### src/rtl/kernel_stream_pack_pkg.sv
// Shared config addresses and state encoding for the kernel stream packer.
// CFG_KER_STR is also decoded by the config decoder and the kernel buffer.
package kernel_stream_pack_pkg;

  localparam logic [4:0] CFG_KER_WR  = 5'd1;
  localparam logic [4:0] CFG_KER_STR = 5'd2;

  typedef enum logic [1:0] {
    ST_IDLE,
    ST_ACTIVE,
    ST_DRAIN
  } state_t;

endpackage

### src/rtl/kernel_stream_pack.sv
// Packs RATIO narrow host kernel beats into one wide str_ker word.
// A config write arms N beats; a trailing partial word is zero padded.
module kernel_stream_pack
  import kernel_stream_pack_pkg::*;
#(
  parameter int CFG_DWIDTH    = 32,
  parameter int CFG_AWIDTH    = 5,
  parameter int STR_KER_WIDTH = 64,
  parameter int GROUP_NB      = 4,
  parameter int KER_WIDTH     = 16,
  parameter int DEPTH_NB      = 4
) (
  input  logic                                        clk,
  input  logic                                        rst,
  input  logic [CFG_DWIDTH-1:0]                       cfg_data,
  input  logic [CFG_AWIDTH-1:0]                       cfg_addr,
  input  logic                                        cfg_valid,
  input  logic [STR_KER_WIDTH-1:0]                    up_data,
  input  logic                                        up_val,
  output logic                                        up_rdy,
  output logic [GROUP_NB*KER_WIDTH*DEPTH_NB-1:0]      str_ker,
  output logic                                        str_ker_val,
  input  logic                                        str_ker_rdy,
  output logic                                        busy
);

  localparam int OUT_WIDTH = GROUP_NB * KER_WIDTH * DEPTH_NB;
  localparam int RATIO     = OUT_WIDTH / STR_KER_WIDTH;
  localparam int SLOT_W    = (RATIO > 1) ? $clog2(RATIO) : 1;

  if (RATIO < 1 || (OUT_WIDTH % STR_KER_WIDTH) != 0) begin : g_ratio_check
    $error("kernel_stream_pack: OUT_WIDTH must be an integer multiple (>=1) of STR_KER_WIDTH");
  end

  state_t                   state_reg, state_next;
  logic [CFG_DWIDTH-1:0]    cnt_reg;
  logic [SLOT_W-1:0]        slot_reg;
  logic [STR_KER_WIDTH-1:0] asm_reg [RATIO];
  logic                     asm_full_reg;
  logic [OUT_WIDTH-1:0]     out_reg;
  logic                     out_val_reg;

  logic                     cfg_hit;
  logic                     accept;
  logic                     last_beat;
  logic                     complete;
  logic                     out_free;
  logic                     load_out;
  logic [OUT_WIDTH-1:0]     asm_word;

  assign cfg_hit   = cfg_valid && (cfg_addr == CFG_AWIDTH'(CFG_KER_STR)) &&
                     (state_reg == ST_IDLE) && (cfg_data != '0);
  assign accept    = up_val && up_rdy;
  assign last_beat = accept && (cnt_reg == CFG_DWIDTH'(1));
  assign complete  = accept && ((slot_reg == SLOT_W'(RATIO - 1)) || (cnt_reg == CFG_DWIDTH'(1)));
  assign out_free  = !out_val_reg || str_ker_rdy;
  // A completing beat bypasses straight into the output register when it
  // is free, so a word costs no extra cycle and the stream has no bubble.
  assign load_out  = (asm_full_reg || complete) && out_free;

  // Slots past the last beat of a short transfer are already zero because
  // the assembly register is cleared every time it is handed off.
  for (genvar gi = 0; gi < RATIO; gi++) begin : g_asm_word
    assign asm_word[gi*STR_KER_WIDTH +: STR_KER_WIDTH] =
      (accept && slot_reg == SLOT_W'(gi)) ? up_data : asm_reg[gi];
  end

  always_comb begin
    state_next = state_reg;
    case (state_reg)
      ST_IDLE:   if (cfg_hit) state_next = ST_ACTIVE;
      ST_ACTIVE: if (last_beat) state_next = ST_DRAIN;
      ST_DRAIN:  if (!asm_full_reg && !out_val_reg) state_next = ST_IDLE;
      default:   state_next = ST_IDLE;
    endcase
  end

  always_ff @(posedge clk or posedge rst) begin
    if (rst) begin
      state_reg    <= ST_IDLE;
      cnt_reg      <= '0;
      slot_reg     <= '0;
      asm_full_reg <= 1'b0;
      out_reg      <= '0;
      out_val_reg  <= 1'b0;
      for (int i = 0; i < RATIO; i++) asm_reg[i] <= '0;
    end else begin
      state_reg <= state_next;

      if (cfg_hit)     cnt_reg <= cfg_data;
      else if (accept) cnt_reg <= cnt_reg - CFG_DWIDTH'(1);

      if (accept) slot_reg <= complete ? '0 : slot_reg + SLOT_W'(1);

      for (int i = 0; i < RATIO; i++) begin
        if (load_out) asm_reg[i] <= '0;
        else if (accept && slot_reg == SLOT_W'(i)) asm_reg[i] <= up_data;
      end

      if (load_out)      asm_full_reg <= 1'b0;
      else if (complete) asm_full_reg <= 1'b1;

      if (load_out) begin
        out_reg     <= asm_word;
        out_val_reg <= 1'b1;
      end else if (str_ker_rdy) begin
        out_val_reg <= 1'b0;
      end
    end
  end

  // up_rdy is built only from registers so str_ker_rdy never reaches it.
  assign up_rdy      = (state_reg == ST_ACTIVE) && !asm_full_reg;
  assign str_ker     = out_reg;
  assign str_ker_val = out_val_reg;
  assign busy        = (state_reg != ST_IDLE);

endmodule

### config.mk
export PLATFORM = sky130hd
export DESIGN_NAME = kernel_stream_pack
export DESIGN_NICKNAME = d
export VERILOG_FILES = /design/src/rtl/kernel_stream_pack_pkg.sv /design/src/rtl/kernel_stream_pack.sv
export SDC_FILE = /design/constraint.sdc
export NUM_CORES = 1
export LEC_CHECK = 0
export BUFFER_PORTS_ARGS = -buffer_cell sky130_fd_sc_hd__clkbuf_2
export CAP_MARGIN = 40
export CORE_ASPECT_RATIO = 1.1
export CORE_MARGIN = 2
export CORE_UTILIZATION = 41
export CTS_CLUSTER_DIAMETER = 200
export DETAILED_ROUTE_END_ITERATION = 8
export MAX_ROUTING_LAYER = met4
export PLACE_DENSITY = 0.64
export SYNTH_ARGS = -nofsm -noshare
export SYNTH_HDL_FRONTEND = slang
export SYNTH_SLANG_ARGS = --single-unit
export TNS_END_PERCENT = 1
### constraint.sdc
create_clock -name clk -period 51.5 [get_ports clk]
set_input_delay 2.575 -clock clk [delete_from_list [all_inputs] [get_ports clk]]
set_output_delay 2.575 -clock clk [all_outputs]
set_load 0.1 [all_outputs]
== Yosys cells after proc, flatten, opt, wreduce, memory -nomap -nowiden ==
Index checks and enable logic that the tools add are counted.
Operators by class
  eq/ne operators: 10
  muxes and demuxes: 19
  reductions and logical operators: 26
  add/subtract/negate cells: 2
Operators by type and width (number)
  $mux 64: 8
  $mux 32: 2
  $eq 32x1->1 const B: 1
  $reduce_bool 32->1: 1
  $sub 32x1->32 const B: 1
  $logic_and 1x1->1: 13
  $mux 2: 4
  $reduce_bool 2->1: 4
  $eq 2x2->1 const B: 3
  $ne 2x2->1 const B: 3
  $pmux 2 s3: 1
  $eq 5x2->1 const B: 1
  $eq 2x1->1 const B: 2
  $logic_not 2->1: 2
  $mux 1: 4
  $logic_or 1x1->1: 3
  $reduce_and 3->1: 1
  $add 2x1->2 const B: 1
  $logic_not 1->1: 2
Word-level totals
  input port bits: 106
  flip-flop bits (word level): 550
  output and inout port bits: 259

== Longest topological paths before layout ==
Gate-level depths: netlist of the first run.
  word-level depth: 7
  mapped depth: 10
  mapped depth without buffers: 7

== Worst setup path before layout of the first run ==
Ideal clock, no wire load.
  kind: register to output
  start: register asm_full_reg
  end: output port up_rdy
  path slack: 46251 ps
  path buffers: 0
  arrival time: 2674 ps
  stages on the path, launching flop included: 2
  cell sequence: dfrtp_1 -> nor3b_1
Between the ends
  longest elaborated chain between the ends: 2
Ends and longest elaborated chain
  start, declared: line kernel_stream_pack.sv:39  | logic asm_full_reg;
  start signal, assigned: line kernel_stream_pack.sv:83  | asm_full_reg <= 1'b0;
  start signal, assigned: line kernel_stream_pack.sv:100  | if (load_out) asm_full_reg <= 1'b0;
  start signal, assigned: line kernel_stream_pack.sv:101  | else if (complete) asm_full_reg <= 1'b1;
  $logic_not 1->1: line kernel_stream_pack.sv:113  | assign up_rdy = (state_reg == ST_ACTIVE) && !asm_full_reg;
  $logic_and 1x1->1: line kernel_stream_pack.sv:113
  end, declared: line kernel_stream_pack.sv:20  | output logic up_rdy,
Every way passes these cells.

== Final worst setup path of the first run ==
  start: input port up_val
  end: register out_reg[226] (netlist: str_ker[226])
Between the ends
  longest elaborated chain between the ends: 4
  elaborated cells on any way between the ends: 6
Ends and longest elaborated chain
  start, declared: line kernel_stream_pack.sv:19  | input logic up_val,
  $logic_and 1x1->1 (*): line kernel_stream_pack.sv:53  | assign accept = up_val && up_rdy;
  $logic_and 1x1->1: line kernel_stream_pack.sv:55  | assign complete = accept && ((slot_reg == SLOT_W'(RATIO - 1)) || (cnt_reg == CFG_DWIDTH'(1)));
  $logic_or 1x1->1: line kernel_stream_pack.sv:59  | assign load_out = (asm_full_reg || complete) && out_free;
  $logic_and 1x1->1: line kernel_stream_pack.sv:59
  end signal, assigned: line kernel_stream_pack.sv:104  | out_reg <= asm_word;
  end, declared: line kernel_stream_pack.sv:40  | logic [OUT_WIDTH-1:0] out_reg;
Mark *: on every way between the ends. The rest lies on a longest branch, timed or not.
A chain may end at the register's enable or synchronous reset.

==> results.json, run 1 <==
{
  "cts.hold.buffers_added": 0,
  "synth.distinct_cells": 53,
  "setup_total_negative_slack_ns": 0,
  "port_buffers": 364,
  "final-seq-area_um2": 13760,
  "run_status": "finished, final reports clean",
  "grt_pass1_vias": 15290,
  "worst_slew_pin_slew_ns": 1.160,
  "cts.reportedPaths.clkPinSlew_ns": 0.06,
  "hp-class": "reg -> reg",
  "finalCriticalPeriod_ns": 5.446,
  "fp.dieW_um": 228.8,
  "cp_max_fo": 134,
  "globalplace.congestion": 0.8457,
  "holdPathEnd": "str_ker[252]",
  "initial_core_util_pct": 41.48,
  "postRouteAntennaNets": 0,
  "clock.fmax_mhz": 183.6,
  "layout-area-overhead-vs-synth_pct": 19.39,
  "wire_per_inst_um": 17.99,
  "most-common-layout-cells": "550 x dfrtp_1, 444 x mux2i_1, 364 x clkbuf_2",
  "hpwlAfterDp_um": 35480,
  "timing.final.max_slew_violations": 0,
  "grt_start_max_net_pins": 183,
  "num_rows": 90,
  "cts_tree": "done",
  "mostFrequentLayoutCell": "dfrtp_1",
  "fillerInstances": 5036,
  "first_iter_violations": 806,
  "gate_count_of_the_mapped_netlist": 1845,
  "synth-edff-count": 0,
  "synth.area.top_cells": "dfrtp_1 60%, mux2i_1 19%, nor2_1 3.8%, inv_1 3.8%, mux2_2 2.8%",
  "setup_viol_count_final": 0,
  "ys_dominant_reg_cell": "dfrtp_1",
  "tritoncts.num_buffers": 56,
  "die_height_um": 251.3,
  "multiInputGateArea_um2": 7637,
  "start_kind": "input pin",
  "final_min_period_over_clock_period_pct": 10.57,
  "max_cap_viol_count": 0,
  "clock_latency_reported_for_the_late_side_of_the_worst_skew_pair_ns": 0.61,
  "clock_skew_ns": 0.02642,
  "grt_setup_unrepaired": "no",
  "synth_top_cell_area_share_pct": 60.38,
  "synthesis.area_um2": 22790,
  "setup_slack_ns": 46.05,
  "drive_above_1_share_pct": 24.55,
  "total_via_count_in_the_routed_design": 14573,
  "globalRouteTotalUtil_pct": 19.33,
  "postCtsResizedCells": 0,
  "drt_wl_total_um": 53650,
  "worstReg2RegEnd": "str_ker[226]",
  "grt_pass1_wl_um": 86120,
  "synth_top_area_cell": "dfrtp_1",
  "detail_route.first_pass.iterations": 5,
  "ys_ff_latch": 550,
  "cts_max_level": 2,
  "place_ws_ns": 45.42,
  "cts.root.buffer_cell": "clkbuf_16",
  "syn_nets": 1957,
  "worstPathArrival_ns": 5.93,
  "setup.worst_path.class": "in -> reg",
  "detail_route.vias_per_cell": 4.887,
  "clock_sink_count": 550,
  "cp-end-kind": "register",
  "hp-start": "str_ker[252]",
  "worstReg2RegStart": "cnt_reg[15]",
  "slew-limit-headroom_pct": 22.64,
  "io_pins": 365,
  "clock_tree.buffer_depth": 3,
  "final-hold-violation-count": 0,
  "worstRegToRegCells": 8,
  "drc_violations_left": 0,
  "postSynthAreaPerCell_um2": 12.35,
  "dieArea_um2": 57500,
  "rrSetupSlack_ns": 46.83,
  "synth_seq_area_share_pct": 60.38,
  "post_cts_buffers": 0,
  "grt_antenna_before_repair": 1,
  "cp_data_required_time_ns": 51.98,
  "core-area_um2": 54950,
  "holdPathStages": 1,
  "synth.yosys.warnings": 0,
  "grt.overflow.total": 0,
  "layout.nets": 2313,
  "async_flop_share_pct": 100.0
}
==> layout make-up <==
type / count / area share, %
Multi-Input combinational cell: 972 / 28.06
Clock inverter: 22 / 0.7172
Clock buffer: 79 / 5.844
Antenna cell: 2 / 0.01839
Tap cell: 736 / 3.384
Sequential cell: 550 / 50.57
Timing Repair Buffer: 392 / 8.211
Inverter: 229 / 3.186
==> per-stage QoR <==
stage | hold WS [ns] | cells | area (um2) | util [%]
floorplan | 0.4670 | 1845 | 22790 | -
global placement | 0.4713 | 2869 | 25170 | 45.80
detailed placement | 0.4788 | 2879 | 25420 | 46.26
CTS | 0.4923 | 2980 | 27210 | 49.51
global route | 0.5033 | 2981 | 27210 | 49.52
finish | 0.4866 | 2982 | 27210 | 49.52
==> synth_stat cells (4+ instances only) <==
library cell / number
nand2b_1: 4
dfrtp_1: 550
inv_1: 229
o211ai_1: 14
buf_6: 22
or2_2: 4
nor3_1: 8
mux2i_1: 444
mux2_1: 13
ha_1: 6
and2_1: 38
clkbuf_1: 37
nand2_1: 39
o311ai_0: 9
buf_4: 7
buf_2: 24
nand3_1: 15
mux2_2: 57
or4_1: 6
a221o_1: 5
o21ai_0: 8
a21oi_1: 8
nor2_1: 230
or3_1: 7
nor4_1: 18
==> cell families after synthesis <==
logic type | after synthesis | share of synthesized area, %
muxes | 514 | 22.96
adders and majority gates | 6 | 0.3294
AOI/OAI and AO/OA | 58 | 1.866
xor gates and xnor gates | 5 | 0.1922
DFF | 550 | 60.38
and+or+nand+nor | 389 | 7.883
buffers and inverters | 323 | 6.390
==> critical path, stage by stage <==
cell	delay [ns]
clkbuf_2	0.09
nor4bb_4	0.26
buf_4	0.35
nand2_1	0.15
nor4_4	0.34
o31a_2	0.36
buf_4	0.34
buf_16	0.29
buf_12	0.54
mux2_2	0.41
==> how the worst max path moves through the flow <==
stage                       from           end  slack, ns  cells past startpoint
after detailed placement  up_val  str_ker[247]      45.42                     10
after global placement    up_val  str_ker[246]      44.57                      9
after CTS                 up_val  str_ker[247]      46.08                     10
final                     up_val  str_ker[226]      46.05                     10
after floorplan              rst  asm_full_reg      33.55                      1
after global routing      up_val  str_ker[229]      45.84                     10
==> per-layer routing <==
metal  track usage, %  wire length, um  vias to the layer above
li1                 -                -                     6812
met1            24.51            23190                     7358
met2            30.86            25900                      324
met3            5.422             3607                       79
met4            4.638              947                        0
met5                -                0                        -
Power of run 1 is not shown: default switching activity piles up to over one toggle a cycle in this logic, so the estimate is an artifact.
==> run 2: changes to the inputs <==
Settings changed: ABC_AREA set to 1, PLACE_DENSITY 0.64 to 0.63.
Clock period 51.5 ns to 5.2 ns, I/O delays scaled along.
==> results.json, run 2 <==
{
  "cp_max_fo": 131,
  "synth_seq_area_share_pct": 54.59,
  "netlist_top_cells_count": "1,117 x nand2_1, 624 x nand3_1, 550 x dfrtp_1",
  "fin_worst_hold_slack_ns": 0.05066,
  "num_rows": 95,
  "clock_tree.buffer_depth": 3,
  "worst_path_largest_cell_delay_ns": 0.57,
  "max_cap_viol_count": 0,
  "first_iter_violations": 1892,
  "port_buffers": 364,
  "final_min_period_over_clock_period_pct": 65.75,
  "hp-start": "up_data[42]",
  "cts_tree": "done",
  "globalplace.congestion": 0.8838,
  "drt_wl_total_um": 73450,
  "worst_path_most_repeated_cell": "nand2_1",
  "cts.root.buffer_cell": "clkbuf_16",
  "worstReg2RegStart": "state_reg[0]",
  "grt_pass1_vias": 20309,
  "die_height_um": 264.1,
  "final-hold-violation-count": 0,
  "start_kind": "register",
  "total_via_count_in_the_routed_design": 21268,
  "synth.area.top_cells": "dfrtp_1 55%, nand2_1 17%, nand3_1 12%, a21boi_0 7.6%, clkbuf_1 1.7%",
  "grt_antenna_before_repair": 0,
  "layout.nets": 3351,
  "ys_ff_latch": 550,
  "cp-end-kind": "register",
  "detail_route.vias_per_cell": 5.172,
  "async_flop_share_pct": 100.0,
  "clock_skew_ns": 0.02454,
  "cts_max_level": 2,
  "syn_nets": 3095,
  "most-common-layout-cells": "1,114 x nand2_1, 624 x nand3_1, 550 x dfrtp_1",
  "tritoncts.num_buffers": 60,
  "gate_count_of_the_mapped_netlist": 2983,
  "place_area_um2": 27430,
  "critical-path-slowest-cell": "nand2_2",
  "ys_dominant_reg_cell": "dfrtp_1",
  "mostFrequentLayoutCell": "nand2_1",
  "clock.fmax_mhz": 292.5,
  "synth-edff-count": 0,
  "setup.worst_path.class": "reg -> reg",
  "synth_top_area_cell": "dfrtp_1",
  "synth.yosys.warnings": 0,
  "grt_start_max_net_pins": 249,
  "postRouteAntennaNets": 0,
  "worstPathArrival_ns": 3.98,
  "clock_latency_reported_for_the_late_side_of_the_worst_skew_pair_ns": 0.63,
  "synth.distinct_cells": 30,
  "finalCriticalPeriod_ns": 3.419,
  "drc_violations_left": 0,
  "fillerInstances": 5930,
  "synthesis.area_um2": 25210,
  "cp_data_required_time_ns": 5.76,
  "grt_setup_unrepaired": "no",
  "setup_slack_ns": 1.781,
  "synth_top_cell_area_share_pct": 54.59,
  "yosysMostFrequentCell": "nand2_1",
  "grt.overflow.total": 0,
  "dieArea_um2": 63490,
  "cts.reportedPaths.clkPinSlew_ns": 0.06,
  "globalRouteTotalUtil_pct": 23.77,
  "wire_per_inst_um": 17.86,
  "worstReg2RegEnd": "str_ker[204]",
  "slew-limit-headroom_pct": 25.03,
  "worstRegToRegCells": 11,
  "core-area_um2": 60980,
  "hp-class": "in -> reg",
  "layout.cells.non_filler": 4112,
  "holdPathStages": 4,
  "timing.final.max_slew_violations": 0,
  "setup_viol_count_final": 0,
  "rrSetupSlack_ns": 1.78,
  "initial_core_util_pct": 41.35,
  "fp.dieW_um": 240.4,
  "critical_path.cell_chain": "nand2_1, nor2_2, nand2_2, inv_8, nand2_4, nand3_4, nand2_8, buf_16, buf_12, nand2_1, nand2_1",
  "worst_slew_pin_slew_ns": 1.125,
  "run_status": "finished, final reports clean",
  "detail_route.first_pass.iterations": 5,
  "hpwlAfterDp_um": 44440,
  "io_pins": 365,
  "place_ws_ns": 1.706,
  "post_cts_buffers": 0,
  "holdPathEnd": "asm_reg[106]",
  "postSynthAreaPerCell_um2": 8.452,
  "stdcell_area_um2": 29850,
  "place.detailed.instances": 3968,
  "antenna_cells_inserted": 0,
  "clock_sink_count": 550,
  "grt_pass1_wl_um": 117300,
  "layout-area-overhead-vs-synth_pct": 18.39,
  "drive_above_1_share_pct": 16.09
}
-- run 2: critical path: cells and delay by family, from the launching register on --
kind | cells | cell delay (ns)
flip-flops | 1 | 0.40
buffers and inverters | 3 | 1.03
AND/OR/NAND/NOR | 8 | 1.83
-- run 2: repair_timing --
action | in CTS | in global routing
endpoints found under the hold margin | 41 | 0
gates resized for setup | 0 | 0
endpoints found under the setup margin | 0 | 0
hold buffers | 33 | 0
-- run 2: cell type report --
class / instances / area, um2 / share of cell area, %
clock buffer: 85 / 1767 / 5.919
inverter: 48 / 198.9 / 0.6665
multi-input combinational: 2148 / 10110 / 33.89
clock inverter: 26 / 321.6 / 1.077
tap: 824 / 1031 / 3.454
timing repair buffer: 431 / 2653 / 8.887
sequential: 550 / 13760 / 46.11
-- run 2: layer usage --
metal,share of wire (%),routed length [um],global-route usage [%],up-vias
met5,0,0,-,-
met4,2.2,1610,6.312,0
met3,5.2,3822,3.114,106
met2,47,34170,36.33,573
met1,46,33840,33.39,10336
li1,-,-,-,10253
-- run 2: logic make-up (layout without fill, tap and decap cells) --
logic type      Yosys count  after routing  share of synthesized area [%]
flops                   550            550                          54.59
xor+xnor                  8              8                         0.2779
fa+ha+maj                 6              6                         0.2978
simple gates           1855           1855                          31.03
buf+inv                 285            590                          5.687
compound gates          279            279                          8.119
-- run 2: metrics by stage --
stage          util [%]  setup TNS [ns]
2_1_floorplan         -        -1399.12
3_3_place_gp      44.61               0
3_5_place_dp      44.98               0
4_1_cts           48.95               0
5_1_grt           48.95               0
6_report          48.95               0
-- run 2: worst max-delay path by stage --
stage            startpoint            to  cells after the start
6_report       state_reg[0]  str_ker[204]                     11
5_1_grt        state_reg[1]  asm_reg[115]                     11
4_1_cts        state_reg[0]    str_ker[0]                     11
3_5_place_dp   state_reg[0]   str_ker[11]                     11
3_3_place_gp   state_reg[0]  str_ker[145]                     10
2_1_floorplan           rst  asm_full_reg                      1
Power of run 2 is left out for the same reason.
==> run 3: changes to the inputs <==
Settings changed: ABC_AREA 1 to 0, PLACE_DENSITY 0.63 to 0.66.
Clock period 5.2 ns to 2.9 ns, I/O delays scaled along.
==> results.json, run 3 (same netlist as run 1, synthesis figures left out) <==
{
  "cts.root.buffer_cell": "clkbuf_16",
  "globalRouteTotalUtil_pct": 19.68,
  "detail_route.vias_per_cell": 4.886,
  "layout.cells.non_filler": 3148,
  "place.detailed.instances": 2936,
  "layout.nets": 2480,
  "cp-end-kind": "register",
  "clock_skew_ns": 0.02204,
  "start_kind": "register",
  "most-common-layout-cells": "550 x dfrtp_1, 440 x mux2i_1, 364 x clkbuf_2",
  "num_rows": 90,
  "cts.reportedPaths.clkPinSlew_ns": 0.06,
  "grt_pass1_vias": 16013,
  "grt_use_met2_pct": 32.46,
  "grt_start_max_net_pins": 102,
  "hpwlAfterDp_um": 37510,
  "drt_wl_total_um": 56400,
  "setup.worst_path.class": "reg -> reg",
  "timing.final.max_slew_violations": 0,
  "clock_sink_count": 550,
  "max_cap_viol_count": 0,
  "drc_violations_left": 0,
  "cts_tree": "done",
  "fp.dieW_um": 228.8,
  "tritoncts.num_buffers": 55,
  "setup_viol_count_final": 0,
  "finalCriticalPeriod_ns": 2.820,
  "mostFrequentLayoutCell": "dfrtp_1",
  "clock_tree.buffer_depth": 3,
  "cp_data_required_time_ns": 3.39,
  "die_height_um": 251.3,
  "rrSetupSlack_ns": 0.08,
  "slew-limit-headroom_pct": 42.11,
  "first_iter_violations": 928,
  "dieArea_um2": 57500,
  "initial_core_util_pct": 41.48,
  "grt_antenna_before_repair": 1,
  "run_status": "finished, final reports clean",
  "globalplace.congestion": 0.8745,
  "clock_latency_reported_for_the_late_side_of_the_worst_skew_pair_ns": 0.61,
  "hp-class": "in -> reg",
  "grt_busiest_layer": "met2",
  "gr-usage-met1_pct": 23.86,
  "grt_use_met3_pct": 4.549,
  "final_min_period_over_clock_period_pct": 97.25,
  "drive_above_1_share_pct": 26.05,
  "layout-area-overhead-vs-synth_pct": 27.75,
  "cts_max_level": 2,
  "grt_setup_unrepaired": "yes",
  "total_via_count_in_the_routed_design": 15380,
  "wire_per_inst_um": 17.92,
  "worstPathArrival_ns": 3.31,
  "final-hold-violation-count": 0,
  "worst_slew_pin_slew_ns": 0.8683,
  "cp_max_fo": 13,
  "detail_route.first_pass.iterations": 5,
  "core-area_um2": 54950,
  "io_pins": 365,
  "clock.fmax_mhz": 354.6,
  "postRouteAntennaNets": 0,
  "grt_pass1_wl_um": 87840,
  "port_buffers": 364,
  "grt.overflow.total": 0
}
run 3: area by class of cell:
class,instances,area [um2]
Timing Repair Buffer,560,4054
Clock inverter,20,226.5
Clock buffer,80,1613
Multi-Input combinational cell,972,7675
Tap cell,736,920.9
Inverter,229,863.3
Fill cell,4739,25830
Antenna cell,1,2.502
Sequential cell,550,13760
run 3: critical path: stages (launching register included):
cell and delay (ns):
dfrtp_1 0.38, or4_4 0.54, or4b_4 0.53, nor4_4 0.33, o31a_4 0.23, buf_12 0.17
buf_16 0.17, mux2_2 0.34
run 3: timing repair:
action / CTS / global route
gates resized for setup: 7 / 28
setup endpoints to repair: 245 / 178
pin swaps: 0 / 3
endpoints found under the hold margin: 548 / 0
setup buffers: 0 / 6
gates cloned: 0 / 7
hold buffers: 98 / 0
run 3: stage by stage:
step	cell area, um2	utilization, %	setup TNS (ns)	setup WS [ns]	hold slack (ns)
floorplan	22800	-	-2611.73	-4.729	0.2607
finish	29120	52.99	0	0.07968	0.1096
CTS	28760	52.33	0	0.005829	0.09073
global route	29120	52.99	-0.6219	-0.04622	0.1117
global placement	25910	47.14	-4.730	-0.07866	0.2530
detailed placement	25910	47.14	-12.06	-0.1282	0.2569
run 3: path summary, 6_finish.rpt:
| path | from | endpoint | cells after the start |
|---|---|---|---|
| min in group asynchronous | rst | asm_reg[4] | 3 |
| hold reg to reg | str_ker[223] | str_ker[223] | 1 |
| setup reg to reg | cnt_reg[24] | str_ker[230] | 7 |
| max in group asynchronous | rst | asm_reg[156] | 5 |
| hold / removal | up_val | cnt_reg[22] | 5 |
| setup / recovery | cnt_reg[24] | str_ker[230] | 7 |
run 3: routing by layer:
| metal | vias to the layer above | part of all wire (%) |
|---|---|---|
| met5 | - | 0 |
| met4 | 0 | 2.8 |
| met3 | 107 | 5.7 |
| met2 | 379 | 50 |
| met1 | 7738 | 42 |
| li1 | 7156 | - |
Power of run 3 is left out for the same reason.
